### config.mk
export PLATFORM = sky130hd
export DESIGN_NAME = ctrl_seq
export DESIGN_NICKNAME = d
export VERILOG_FILES = /design/src/rtl/ctrl_seq_pkg.sv /design/src/rtl/ctrl_decode.sv /design/src/rtl/ctrl_seq.sv
export SDC_FILE = /design/constraint.sdc
export NUM_CORES = 1
export LEC_CHECK = 0
export BUFFER_PORTS_ARGS = -buffer_cell sky130_fd_sc_hd__buf_2
export CAP_MARGIN = 20
export CORE_AREA = 2 2 39 41
export DETAILED_ROUTE_END_ITERATION = 16
export DIE_AREA = 0 0 41 43
export PLACE_DENSITY = 0.63
export REMOVE_ABC_BUFFERS = 1
export SYNTH_ARGS = -nofsm -noshare
export SYNTH_HDL_FRONTEND = slang
export SYNTH_HIERARCHICAL = 1
export SYNTH_SLANG_ARGS = --single-unit
### constraint.sdc
create_clock -name Clk -period 1.1 [get_ports Clk]
set_clock_uncertainty 0.2 [all_clocks]
set_input_delay 0.055 -clock Clk [delete_from_list [all_inputs] [get_ports Clk]]
set_output_delay 0.055 -clock Clk [all_outputs]
set_load 0.05 [all_outputs]
### src/rtl/ctrl_seq_pkg.sv
// Shared definitions for the clocked control sequencer: opcode constants,
// decode field positions, the control word and the sequencer state.
package ctrl_seq_pkg;

    // Decode field positions inside Instruction (fixed; IW must be >= 8)
    localparam int JMP_HI = 2;   // Instruction[2:0] selects shift-right-logical / jump
    localparam int BR_HI  = 3;   // Instruction[3:0] all ones enables branch
    localparam int FN_HI  = 5;   // Instruction[5:4] general-register function
    localparam int FN_LO  = 4;
    localparam int OP_HI  = 7;   // Instruction[7:6] major opcode
    localparam int OP_LO  = 6;

    // Opcode constants
    localparam logic [2:0] kSRL  = 3'b101;
    localparam logic [1:0] kGROP = 2'b01;
    localparam logic [1:0] kGFN  = 2'b11;
    localparam logic [1:0] kMEM  = 2'b10;

    // Decoded control word
    typedef struct packed {
        logic jump;
        logic branch_en;
        logic gen_reg_en;
        logic mem_op;
    } ctrl_t;

    // Sequencer state
    typedef enum logic {
        RUN  = 1'b0,
        WAIT = 1'b1
    } state_t;

    // Counter width for a counter that must hold values up to n-1, never zero bits wide
    function automatic int cnt_w(input int n);
        return (n <= 2) ? 1 : $clog2(n);
    endfunction

endpackage

### src/rtl/ctrl_decode.sv
// Pure combinational instruction decoder. Usable on its own as a golden
// reference for the control word.
module ctrl_decode
    import ctrl_seq_pkg::*;
#(
    parameter int IW = 9
) (
    input  logic [IW-1:0] instr,
    output ctrl_t         ctrl
);

    assign ctrl.jump       = (instr[JMP_HI:0] == kSRL);
    assign ctrl.branch_en  = &instr[BR_HI:0];
    assign ctrl.gen_reg_en = !((instr[OP_HI:OP_LO] == kGROP) && (instr[FN_HI:FN_LO] != kGFN));
    assign ctrl.mem_op     = (instr[OP_HI:OP_LO] == kMEM);

    // Bits above the decode fields are reserved and deliberately ignored
    if (IW > 8) begin : g_hi
        logic unused_hi;
        assign unused_hi = ^instr[IW-1:8];
    end

endmodule

### src/rtl/ctrl_seq.sv
// Clocked control sequencer: decodes accepted instructions into a registered
// control word behind a valid/ready handshake, drops the instructions that
// follow a jump, and stalls fetch while a memory operation completes.
module ctrl_seq
    import ctrl_seq_pkg::*;
#(
    parameter int IW           = 9,
    parameter int SQUASH_SLOTS = 1,
    parameter int MEM_CYCLES   = 2
) (
    input  logic          Clk,
    input  logic          Reset,
    input  logic          InstrValid,
    input  logic [IW-1:0] Instruction,
    output logic          InstrReady,
    output logic          CtrlValid,
    input  logic          CtrlReady,
    output logic          Jump,
    output logic          BranchEn,
    output logic          GenRegEn,
    output logic          MemOp,
    output logic          Busy
);

    localparam int SQ_W = cnt_w(SQUASH_SLOTS + 1);
    localparam int WT_W = cnt_w(MEM_CYCLES);

    state_t          state;
    ctrl_t           ctrl_q;
    ctrl_t           dec;
    logic [SQ_W-1:0] sq_cnt;
    logic [WT_W-1:0] wait_cnt;
    logic            accept;

    ctrl_decode #(.IW(IW)) u_decode (
        .instr (Instruction),
        .ctrl  (dec)
    );

    // Handshake: accept only in RUN and when the output slot is free or being drained
    assign InstrReady = (state == RUN) && (!CtrlValid || CtrlReady);
    assign accept     = InstrValid && InstrReady;

    assign Jump     = ctrl_q.jump;
    assign BranchEn = ctrl_q.branch_en;
    assign GenRegEn = ctrl_q.gen_reg_en;
    assign MemOp    = ctrl_q.mem_op;
    assign Busy     = (state == WAIT) || (sq_cnt != '0);

    // FSM, squash/wait counters and the registered control word
    // NOTE: every register here is assigned with <= so all of them see the pre-edge values.
    always_ff @(posedge Clk) begin
        if (!Reset) begin
            state     <= RUN;
            CtrlValid <= 1'b0;
            ctrl_q    <= '0;
            sq_cnt    <= '0;
            wait_cnt  <= '0;
        end else begin
            case (state)
                RUN: begin
                    if (accept) begin
                        if (sq_cnt != '0) begin
                            // Squash slot: drop the instruction, only retire the old word
                            sq_cnt    <= sq_cnt - 1'b1;
                            CtrlValid <= CtrlValid && !CtrlReady;
                        end else begin
                            ctrl_q    <= dec;
                            CtrlValid <= 1'b1;
                            if (dec.jump && (SQUASH_SLOTS > 0))
                                sq_cnt <= SQ_W'(SQUASH_SLOTS);
                            if (dec.mem_op && (MEM_CYCLES > 1)) begin
                                state    <= WAIT;
                                wait_cnt <= WT_W'(MEM_CYCLES - 1);
                            end
                        end
                    end else if (CtrlValid && CtrlReady) begin
                        CtrlValid <= 1'b0;
                    end
                end
                WAIT: begin
                    if (CtrlValid && CtrlReady)
                        CtrlValid <= 1'b0;
                    wait_cnt <= (wait_cnt != '0) ? wait_cnt - 1'b1 : '0;
                    if (wait_cnt <= WT_W'(1))
                        state <= RUN;
                end
                default: state <= RUN;
            endcase
        end
    end

endmodule

==> results.sh, run 1 <==
export IMPL_start_util_pct=24.9
export IMPL_grt_overflow=0
export IMPL_slew_headroom_pct=80.7
export IMPL_wl_per_cell_um=9.06
export IMPL_yosys_area_share_simple_pct=40.0
export IMPL_clock_sinks=7
export IMPL_dp_hpwl_um=544
export IMPL_clkPwrFrac_pct=33.2
export IMPL_area_growth_pct=75.6
export IMPL_reg2regPathDepth=3
export IMPL_setup_ws_ns=-0.191
export IMPL_crit_type="reg -> out"
export IMPL_maxSlewViolCount=0
export IMPL_run_status="finished, violations left"
export IMPL_core_area_mm2=0.00138
export IMPL_htreeDepth=1
export IMPL_synth_xor_xnor_area_share_pct=0
export IMPL_die_w_um=41
export IMPL_cts_max_path_buffers=2
export IMPL_intPower_mw=0.487
export IMPL_finalSetupViolations=8
export IMPL_mostFrequentLayoutCell="buf_2"
export IMPL_whs_ns=-0.0870
export IMPL_viasPerCell=4.35
export IMPL_grt_pass1_wl_um=1090
export IMPL_cp_max_fo=2
export IMPL_drt_wl_total_um=743
export IMPL_numPortBuffers=18
export IMPL_drive_above_1_share_pct=53.0
export IMPL_max_freq_ghz=0.774
export IMPL_finalCritPeriodShare_pct=117
export IMPL_grt_max_degree=11
export IMPL_die_area_mm2=0.00176
export IMPL_grt_usage_pct=8.97
export IMPL_synth_seq_cells=7
export IMPL_ant_nets=0
export IMPL_fin_nets=80
export IMPL_drt_pass1_iter_count=2
export IMPL_worstPathRequired_ns=0.84
export IMPL_drc=0
export IMPL_n_antenna_cell=0
export IMPL_root_buffer="clkbuf_4"
export IMPL_routed_via_count=357
export IMPL_place_gp_congestion=0.657
export IMPL_finalCriticalPeriod_ns=1.29
export IMPL_die_y_um=43
export IMPL_switching_power_mw=0.197
export IMPL_drt_iter0_markers=3
export IMPL_avgSynthCellArea_um2=9.56
export IMPL_p_per_area_mw_per_mm2=1130
export IMPL_vdd_ir_drop_worst_mv=0.531
export IMPL_rr_startpoint="CtrlValid$_SDFF_PN0_"
export IMPL_rsz0062_at_grt="yes"
export IMPL_power_mw=0.684
export IMPL_final_hold_viol_count=4
export IMPL_yosys_mux_area_fraction_pct=8.73
export IMPL_synth_compound_area_share_pct=9.09
export IMPL_cts_tree="yes"
export IMPL_ys_seq_area_share_pct=40.7
export IMPL_instances_no_fill=82
export IMPL_clk_latency_ns=0.24
export IMPL_p_sw_share_pct=28.8
export IMPL_antenna_found_initial=0
export IMPL_static_leakage_power_nw=0.272
export IMPL_synthDistinctLibCells=16
export IMPL_synthAdderAreaFrac_pct=0
export IMPL_synth_cells=36
export IMPL_maxCapViolations=0
export IMPL_grt_pass1_vias=309
export IMPL_worst_pin_slew_ns=0.289
export IMPL_cp_startpoint="state$_SDFF_PP0_"
export IMPL_critical_path_endpoint="Busy"
export IMPL_yosys_warnings=6
export IMPL_finalSetupTns_ns=-0.869
export IMPL_dp_cells=72
export IMPL_reg2reg_to="GenRegEn$_SDFFE_PN0P_"
export IMPL_cts_clk_slew_worst_paths_ns=0.05
export IMPL_critPathCaptureType="output port"
export IMPL_p_comb_share_pct=26.8
export IMPL_final_area_um2=604
export IMPL_netlist_area_um2=344
export IMPL_arrival_ns=1.04
export IMPL_placedInstanceArea_um2=472
export IMPL_final_cell_mix="buf_2 (12), nand2_1 (11), clkbuf_4 (6)"
export IMPL_start_kind="flop"
export IMPL_fillCellCount=143
export IMPL_regToRegSetupSlack_ns=-0.12
export IMPL_worstHoldPathType="in -> reg"
export IMPL_rows=14
export IMPL_violations="negative hold slack, negative setup slack"
export IMPL_cts_buffers=3
export IMPL_power_frac_seq_pct=40.0
export IMPL_synth_top_family_by_area="simple AND/OR/NAND/NOR gates"
export IMPL_boundaryPins=20
## cell families after synthesis
| family | count (synthesis) |
|---|---|
| AND/OR/NAND/NOR | 21 |
| AO/OA/AOI/OAI | 4 |
| multiplexers | 3 |
| flip-flops | 7 |
| buffers and inverters | 1 |
## per-stage QoR
stage / utilization [%] / worst slack (ns) / hold slack, ns
floorplan: - / -0.497 / -0.0272
global placement: 34.1 / -0.0898 / 0.172
detailed placement: 34.1 / -0.119 / 0.180
CTS: 41.9 / -0.205 / -0.0922
global route: 43.7 / -0.219 / -0.0860
finish: 43.7 / -0.191 / -0.0870
## registers in the layout, summed over array words and instances, names as in the netlist
register,flops
state,1
CtrlValid,1
Jump,1
GenRegEn,1
sq_cnt,1
BranchEn,1
MemOp,1
## critical path, cell delays in order (launching register included)
cell,delay (ns)
dfxtp_2,0.32
buf_6,0.11
or2_4,0.22
buf_8,0.15
## synthesized netlist by cell type
cell | instances | share of area [%]
o211ai_1 | 1 | 2.2
o41ai_1 | 1 | 2.5
dfxtp_1 | 7 | 41
o21bai_1 | 1 | 2.2
nor4_4 | 1 | 6.2
nand2b_4 | 1 | 4.0
or2_2 | 1 | 1.8
nor3_4 | 1 | 4.7
nor2_1 | 3 | 3.3
nor2b_1 | 1 | 1.8
buf_2 | 1 | 1.5
nand3b_1 | 1 | 2.2
nand2_1 | 11 | 12
nor2b_4 | 1 | 4.0
mux2i_1 | 3 | 8.7
o21a_1 | 1 | 2.2
## per-layer routing
layer	routed length [um]	up-vias	GRT usage, %	share of wire, %
li1	-	182	-	-
met1	311	164	10.1	42
met2	384	11	14.4	52
met3	47	0	3.14	6.3
met4	0	0	4.00	0
met5	0	-	0	0
## power groups by stage
stage,registers [mW],logic (mW),clock network [mW]
after floorplan,0.312,0.0635,0
after global placement,0.278,0.148,0
after detailed placement,0.278,0.149,0
after CTS,0.274,0.175,0.239
after global routing,0.275,0.196,0.249
final,0.274,0.183,0.227
## final cells by class
type | count | area [um2] | area share, %
multi-input combinational | 28 | 209 | 34.6
tap | 16 | 20.0 | 3.31
timing repair buffer | 27 | 205 | 34.0
clock buffer | 4 | 26.3 | 4.35
sequential | 7 | 144 | 23.8
## worst min-delay path by stage
stage                     cells past startpoint                    to      startpoint
after CTS                                     3      state$_SDFF_PP0_      InstrValid
after global placement                        4   sq_cnt$_SDFFE_PN0P_  Instruction[1]
final                                         3      state$_SDFF_PP0_      InstrValid
after detailed placement                      3      state$_SDFF_PP0_      InstrValid
after global routing                          3      state$_SDFF_PP0_      InstrValid
after floorplan                               1  CtrlValid$_SDFF_PN0_           Reset
## what timing repair did
item                       4_1_cts  5_1_grt
setup endpoints to repair        9       11
hold endpoints to repair         7        6
hold buffers                     3        1
gates resized for setup         14        3
setup buffers                    1        1
pin swaps                        3        0
Power figures use the tool's default switching activity.
==> run 2: changes to the inputs <==
--- a/config.mk
+++ b/config.mk
@@ -5,12 +5,13 @@
 export SDC_FILE = /design/constraint.sdc
 export NUM_CORES = 1
 export LEC_CHECK = 0
+export ABC_AREA = 1
 export BUFFER_PORTS_ARGS = -buffer_cell sky130_fd_sc_hd__buf_2
 export CAP_MARGIN = 20
 export CORE_AREA = 2 2 39 41
 export DETAILED_ROUTE_END_ITERATION = 16
 export DIE_AREA = 0 0 41 43
-export PLACE_DENSITY = 0.63
+export PLACE_DENSITY = 0.62
 export REMOVE_ABC_BUFFERS = 1
 export SYNTH_ARGS = -nofsm -noshare
 export SYNTH_HDL_FRONTEND = slang
==> run 2 against run 1 <==
Compared with the run above: the flow still finishes with violations (negative hold slack, negative setup slack); synthesized cell count grew 36%; critical endpoint is now InstrReady; clock power is essentially flat; hold slack gained 0.023 ns; largest power group unchanged; first-iteration DRC count shrank 33%; worst setup slack gained 0.12 ns; die area is the same; count of clock-buffer cells in the layout is the same; critical path type unchanged; combinational power grew 13%.
==> results.sh, run 2 <==
export IMPL_postCtsSetupBuffers=0
export IMPL_numPortBuffers=18
export IMPL_ys_top_cells_by_count="nand2_1 (13), nor2_1 (8), dfxtp_1 (7), inv_1 (7)"
export IMPL_finalCritPeriodShare_pct=106
export IMPL_yosys_most_used_dff="dfxtp_1"
export IMPL_worstPathCellList="a21oi_2 > buf_6"
export IMPL_synth_edf_count=0
export IMPL_synthDistinctLibCells=12
export IMPL_cts_buffers=3
export IMPL_drc=0
export IMPL_drt_wl_total_um=802
export IMPL_slew_headroom_pct=83.5
export IMPL_yosys_warnings=6
export IMPL_maxCapViolations=0
export IMPL_antenna_found_initial=0
export IMPL_grt_pass1_wl_um=1320
export IMPL_ys_seq_area_share_pct=41.6
export IMPL_async_flop_share_pct=0
export IMPL_worstPathRequired_ns=0.84
export IMPL_ff_latch_area_um2=144
export IMPL_synth_top_cell_area_share_pct=41.6
export IMPL_drt_pass1_iter_count=2
export IMPL_run_status="finished, violations left"
export IMPL_die_y_um=43
export IMPL_hold_path_depth=4
export IMPL_grt_max_degree=9
export IMPL_cts_clk_slew_worst_paths_ns=0.05
export IMPL_boundaryPins=20
export IMPL_cts_max_path_buffers=2
export IMPL_synth_cells=49
export IMPL_setup_ws_ns=-0.0699
export IMPL_clk_latency_ns=0.24
export IMPL_area_growth_pct=77.7
export IMPL_maxSlewViolCount=0
export IMPL_multi_input_area_um2=180
export IMPL_finalCriticalPeriod_ns=1.17
export IMPL_n_antenna_cell=0
export IMPL_instances_no_fill=95
export IMPL_wl_per_cell_um=8.44
export IMPL_critPathSlowestCell="dfxtp_2"
export IMPL_die_area_mm2=0.00176
export IMPL_yosysTopAreaCell="dfxtp_1"
export IMPL_die_w_um=41
export IMPL_start_kind="flop"
export IMPL_whs_ns=-0.0641
export IMPL_cts_tree="yes"
export IMPL_mostFrequentLayoutCell="buf_2"
export IMPL_crit_type="reg -> out"
export IMPL_final_hold_viol_count=3
export IMPL_root_buffer="clkbuf_4"
export IMPL_fin_nets=93
export IMPL_start_util_pct=24.3
export IMPL_violations="negative hold slack, negative setup slack"
export IMPL_avgSynthCellArea_um2=6.87
export IMPL_grt_overflow=0
export IMPL_routed_via_count=396
export IMPL_p_per_area_mw_per_mm2=1190
export IMPL_htreeDepth=1
export IMPL_grt_pass1_vias=369
export IMPL_drt_iter0_markers=2
export IMPL_worstHoldPathType="in -> reg"
export IMPL_yosysMostFrequentCell="nand2_1"
export IMPL_netlist_area_um2=337
export IMPL_finalSetupViolations=3
export IMPL_synth_seq_cells=7
export IMPL_static_leakage_power_nw=0.288
export IMPL_finalSetupTns_ns=-0.128
export IMPL_reg2regPathDepth=4
export IMPL_fillCellCount=161
export IMPL_max_freq_ghz=0.855
export IMPL_synthTopCellsByArea="dfxtp_1 (42%), nand2_1 (14%), nor2_1 (8.9%)"
export IMPL_core_area_mm2=0.00138
export IMPL_worst_pin_slew_ns=0.249
export IMPL_rsz0062_at_grt="yes"
export IMPL_final_cell_mix="buf_2 (13), nand2_1 (11), clkbuf_4 (7), dlygate4sd3_1 (7), inv_1 (6)"
export IMPL_dp_hpwl_um=581
export IMPL_vdd_ir_drop_worst_mv=0.360
export IMPL_critPathCaptureType="output port"
export IMPL_cp_max_fo=3
export IMPL_rows=14
export IMPL_dp_cells=83
export IMPL_slowest_delay_ns=0.33
export IMPL_fin_util_pct=43.2
export IMPL_viasPerCell=4.17
export IMPL_arrival_ns=0.91
export IMPL_ant_nets=0
export IMPL_clock_sinks=7
export IMPL_drive_above_1_share_pct=49.4
export IMPL_place_gp_congestion=0.626
export IMPL_place_ws_ns=0.0103
export IMPL_grt_usage_pct=11.3
run 2: cell count changes after synthesis, moves of 2 or more:
| cell | previous run | this run |
|---|---|---|
| a21oi_1 | 0 | 3 |
| inv_1 | 0 | 7 |
| inv_2 | 0 | 2 |
| mux2i_1 | 3 | 0 |
| nand2_1 | 11 | 13 |
| nand3_1 | 0 | 3 |
| nor2_1 | 3 | 8 |
| nor2_2 | 0 | 2 |
run 2: per-layer routing:
metal  track usage, %  part of all wire (%)  vias up  wire [um]
met2             19.4                    54       16        430
met1             10.4                    39      171        313
met3             3.14                   7.4        0         59
met5                0                     0        -          0
li1                 -                     -      209          -
met4             8.00                     0        0          0
run 2: repair_timing:
| action | CTS | global route |
|---|---|---|
| endpoints found under the setup margin | 5 | 11 |
| pin swaps | 2 | 1 |
| hold buffers | 8 | 1 |
| resized for setup | 10 | 11 |
| hold endpoints to repair | 7 | 4 |
run 2: cell families after synthesis:
logic type             Yosys count  share of synthesized area, %
and+or+nand+nor                 29                          41.3
buffers and inverters            9                          10.0
DFF                              7                          41.6
AOI/OAI and AO/OA                4                          7.06
run 2: layout make-up:
cell class | instances | area share [%]
flip-flops and latches | 7 | 24.1
multi-input cells | 33 | 30.1
well taps | 16 | 3.35
repair buffers | 26 | 32.0
clock buffers | 4 | 4.39
inverters | 9 | 6.07
run 2: worst paths after layout:
| check | start | end | slack (ns) |
|---|---|---|---|
| max reg2reg | CtrlValid$_SDFF_PN0_ | MemOp$_SDFFE_PN0P_ | 0.03 |
| min | CtrlReady | CtrlValid$_SDFF_PN0_ | -0.06 |
| max | CtrlValid$_SDFF_PN0_ | InstrReady | -0.07 |
| min reg2reg | Jump$_SDFFE_PN0P_ | Jump$_SDFFE_PN0P_ | 0.26 |
run 2: per-stage QoR:
stage	total power [mW]	instance area [um2]	hold WS (ns)
after floorplan	0.401	337	-0.0246
after global placement	0.448	447	0.131
after detailed placement	0.450	447	0.132
after CTS	0.711	576	-0.0801
after global routing	0.765	598	-0.0578
final	0.711	598	-0.0641
run 2: power by group:
part | switching, mW | total (mW) | internal [mW]
Clock | 0.0864 | 0.224 | 0.138
Combinational | 0.126 | 0.207 | 0.0812
Sequential | 0.00957 | 0.280 | 0.270
run 2: worst max-delay path: cells and delay by family, from the launching register on:
kind	cells	cell delay, ns
AO/OA/AOI/OAI	1	0.16
buffers and inverters	1	0.18
flip-flops	1	0.33
==> run 3: changes to the inputs <==
--- a/config.mk
+++ b/config.mk
@@ -12,6 +12,7 @@
 export DETAILED_ROUTE_END_ITERATION = 16
 export DIE_AREA = 0 0 41 43
 export PLACE_DENSITY = 0.62
+export RECOVER_POWER = 25
 export REMOVE_ABC_BUFFERS = 1
 export SYNTH_ARGS = -nofsm -noshare
 export SYNTH_HDL_FRONTEND = slang
==> run 3 against run 2 <==
Compared with the run above: the run still ends with negative hold slack, negative setup slack left; die area unchanged; critical path depth unchanged; count of clock-buffer cells in the layout unchanged; sequential share of layout area grew 0.20 points; first-iteration DRC count unchanged; total power down 0.17%; combinational power about the same; global-route usage is the same; clock power barely moved; final area decreased by 0.84%; sequential power is essentially flat.
==> results.sh, run 3 (same netlist as run 2, synthesis figures left out) <==
export IMPL_slowest_delay_ns=0.33
export IMPL_fin_util_pct=42.9
export IMPL_die_y_um=43
export IMPL_cts_clk_slew_worst_paths_ns=0.05
export IMPL_crit_type="reg -> out"
export IMPL_start_kind="flop"
export IMPL_switching_power_mw=0.221
export IMPL_cts_buffers=3
export IMPL_boundaryPins=20
export IMPL_die_area_mm2=0.00176
export IMPL_drt_wl_total_um=799
export IMPL_run_status="finished, violations left"
export IMPL_cts_tree="yes"
export IMPL_critical_path_top_delay_family="flip-flops"
export IMPL_rows=14
export IMPL_arrival_ns=0.91
export IMPL_worstPathCellList="a21oi_2 > buf_6"
export IMPL_fillCellCount=162
export IMPL_clock_sinks=7
export IMPL_p_per_area_mw_per_mm2=1200
export IMPL_ant_nets=0
export IMPL_worstPathRequired_ns=0.84
export IMPL_finalCriticalPeriod_ns=1.17
export IMPL_drc=0
export IMPL_dp_hpwl_um=581
export IMPL_final_area_um2=593
export IMPL_drt_iter0_markers=2
export IMPL_power_frac_seq_pct=39.4
export IMPL_viasPerCell=4.17
export IMPL_wl_per_cell_um=8.41
export IMPL_clkPwrFrac_pct=31.6
export IMPL_grt_pass1_vias=369
export IMPL_finalCritPeriodShare_pct=106
export IMPL_cp_max_fo=3
export IMPL_ff_latch_area_um2=144
export IMPL_worstHoldPathType="in -> reg"
export IMPL_maxCapViolations=0
export IMPL_core_area_mm2=0.00138
export IMPL_whs_ns=-0.0641
export IMPL_placedInstanceArea_um2=447
export IMPL_rsz0062_at_grt="yes"
export IMPL_static_leakage_power_nw=0.287
export IMPL_grt_pass1_wl_um=1320
export IMPL_critPathSlowestCell="dfxtp_2"
export IMPL_critPathCaptureType="output port"
export IMPL_postCtsSetupBuffers=0
export IMPL_power_mw=0.710
export IMPL_place_gp_congestion=0.626
export IMPL_area_growth_pct=76.2
export IMPL_fin_nets=93
export IMPL_n_antenna_cell=0
export IMPL_grt_max_degree=9
export IMPL_setup_ws_ns=-0.0699
export IMPL_final_hold_viol_count=3
export IMPL_maxSlewViolCount=0
export IMPL_htreeDepth=1
export IMPL_violations="negative hold slack, negative setup slack"
export IMPL_root_buffer="clkbuf_4"
export IMPL_drive_above_1_share_pct=48.1
export IMPL_vdd_ir_drop_worst_mv=0.369
export IMPL_final_cell_mix="buf_2 (13), nand2_1 (11), clkbuf_4 (7), dlygate4sd3_1 (7), inv_1 (6)"
export IMPL_p_comb_share_pct=29.0
export IMPL_clk_latency_ns=0.24
export IMPL_max_freq_ghz=0.855
export IMPL_drt_pass1_iter_count=2
export IMPL_mostFrequentLayoutCell="buf_2"
export IMPL_p_sw_share_pct=31.1
export IMPL_intPower_mw=0.489
export IMPL_worst_pin_slew_ns=0.249
export IMPL_grt_usage_pct=11.3
export IMPL_start_util_pct=24.3
export IMPL_numPortBuffers=18
export IMPL_die_w_um=41
export IMPL_finalSetupViolations=3
export IMPL_crit_buf_inv=1
export IMPL_cts_max_path_buffers=2
export IMPL_antenna_found_initial=0
export IMPL_slew_headroom_pct=83.5
export IMPL_grt_overflow=0
export IMPL_multi_input_area_um2=175
export IMPL_routed_via_count=396
## run 3: worst paths after layout
check	cells after the start	slack, ns	to	start
max	2	-0.07	InstrReady	CtrlValid$_SDFF_PN0_
min	4	-0.06	CtrlValid$_SDFF_PN0_	CtrlReady
max reg2reg	4	0.03	MemOp$_SDFFE_PN0P_	CtrlValid$_SDFF_PN0_
min reg2reg	2	0.26	Jump$_SDFFE_PN0P_	Jump$_SDFFE_PN0P_
## run 3: repair_timing
action | CTS | global route
setup endpoints to repair | 5 | 11
pin swaps | 2 | 1
resized for setup | 10 | 11
hold buffers | 8 | 1
hold endpoints to repair | 7 | 4
## run 3: worst reg2reg max path, stage by stage, from the launching register on
cell and delay [ns]:
dfxtp_2 0.33, nand2_2 0.11, nand4_4 0.16, nor2_2 0.13, nor2_2 0.04
## run 3: layer usage
metal	routed length [um]	vias to the layer above	track usage [%]	part of all wire, %
li1	-	209	-	-
met1	312	171	10.4	39
met2	428	16	19.4	54
met3	59	0	3.14	7.4
met4	0	0	8.00	0
met5	0	-	0	0
## run 3: power by group through the flow
stage / Combinational, mW / Clock, mW / Sequential (mW)
after floorplan: 0.0715 / 0 / 0.330
after global placement: 0.165 / 0 / 0.283
after detailed placement: 0.167 / 0 / 0.283
after CTS: 0.198 / 0.234 / 0.279
after global routing: 0.225 / 0.257 / 0.281
final: 0.206 / 0.224 / 0.280
## run 3: area by class of cell
| class | instances | share of cell area, % |
|---|---|---|
| Timing Repair Buffer | 26 | 32.3 |
| Multi-Input combinational cell | 33 | 29.5 |
| Sequential cell | 7 | 24.3 |
| Inverter | 9 | 6.12 |
| Clock buffer | 4 | 4.43 |
| Tap cell | 16 | 3.38 |
## run 3: stage by stage
stage	setup TNS [ns]	setup WS (ns)	instances
final	-0.117	-0.0699	95
after global routing	-0.410	-0.120	95
after CTS	-0.148	-0.0600	95
after detailed placement	0	0.0103	83
after global placement	0	0.0185	83
after floorplan	-2.60	-0.560	49
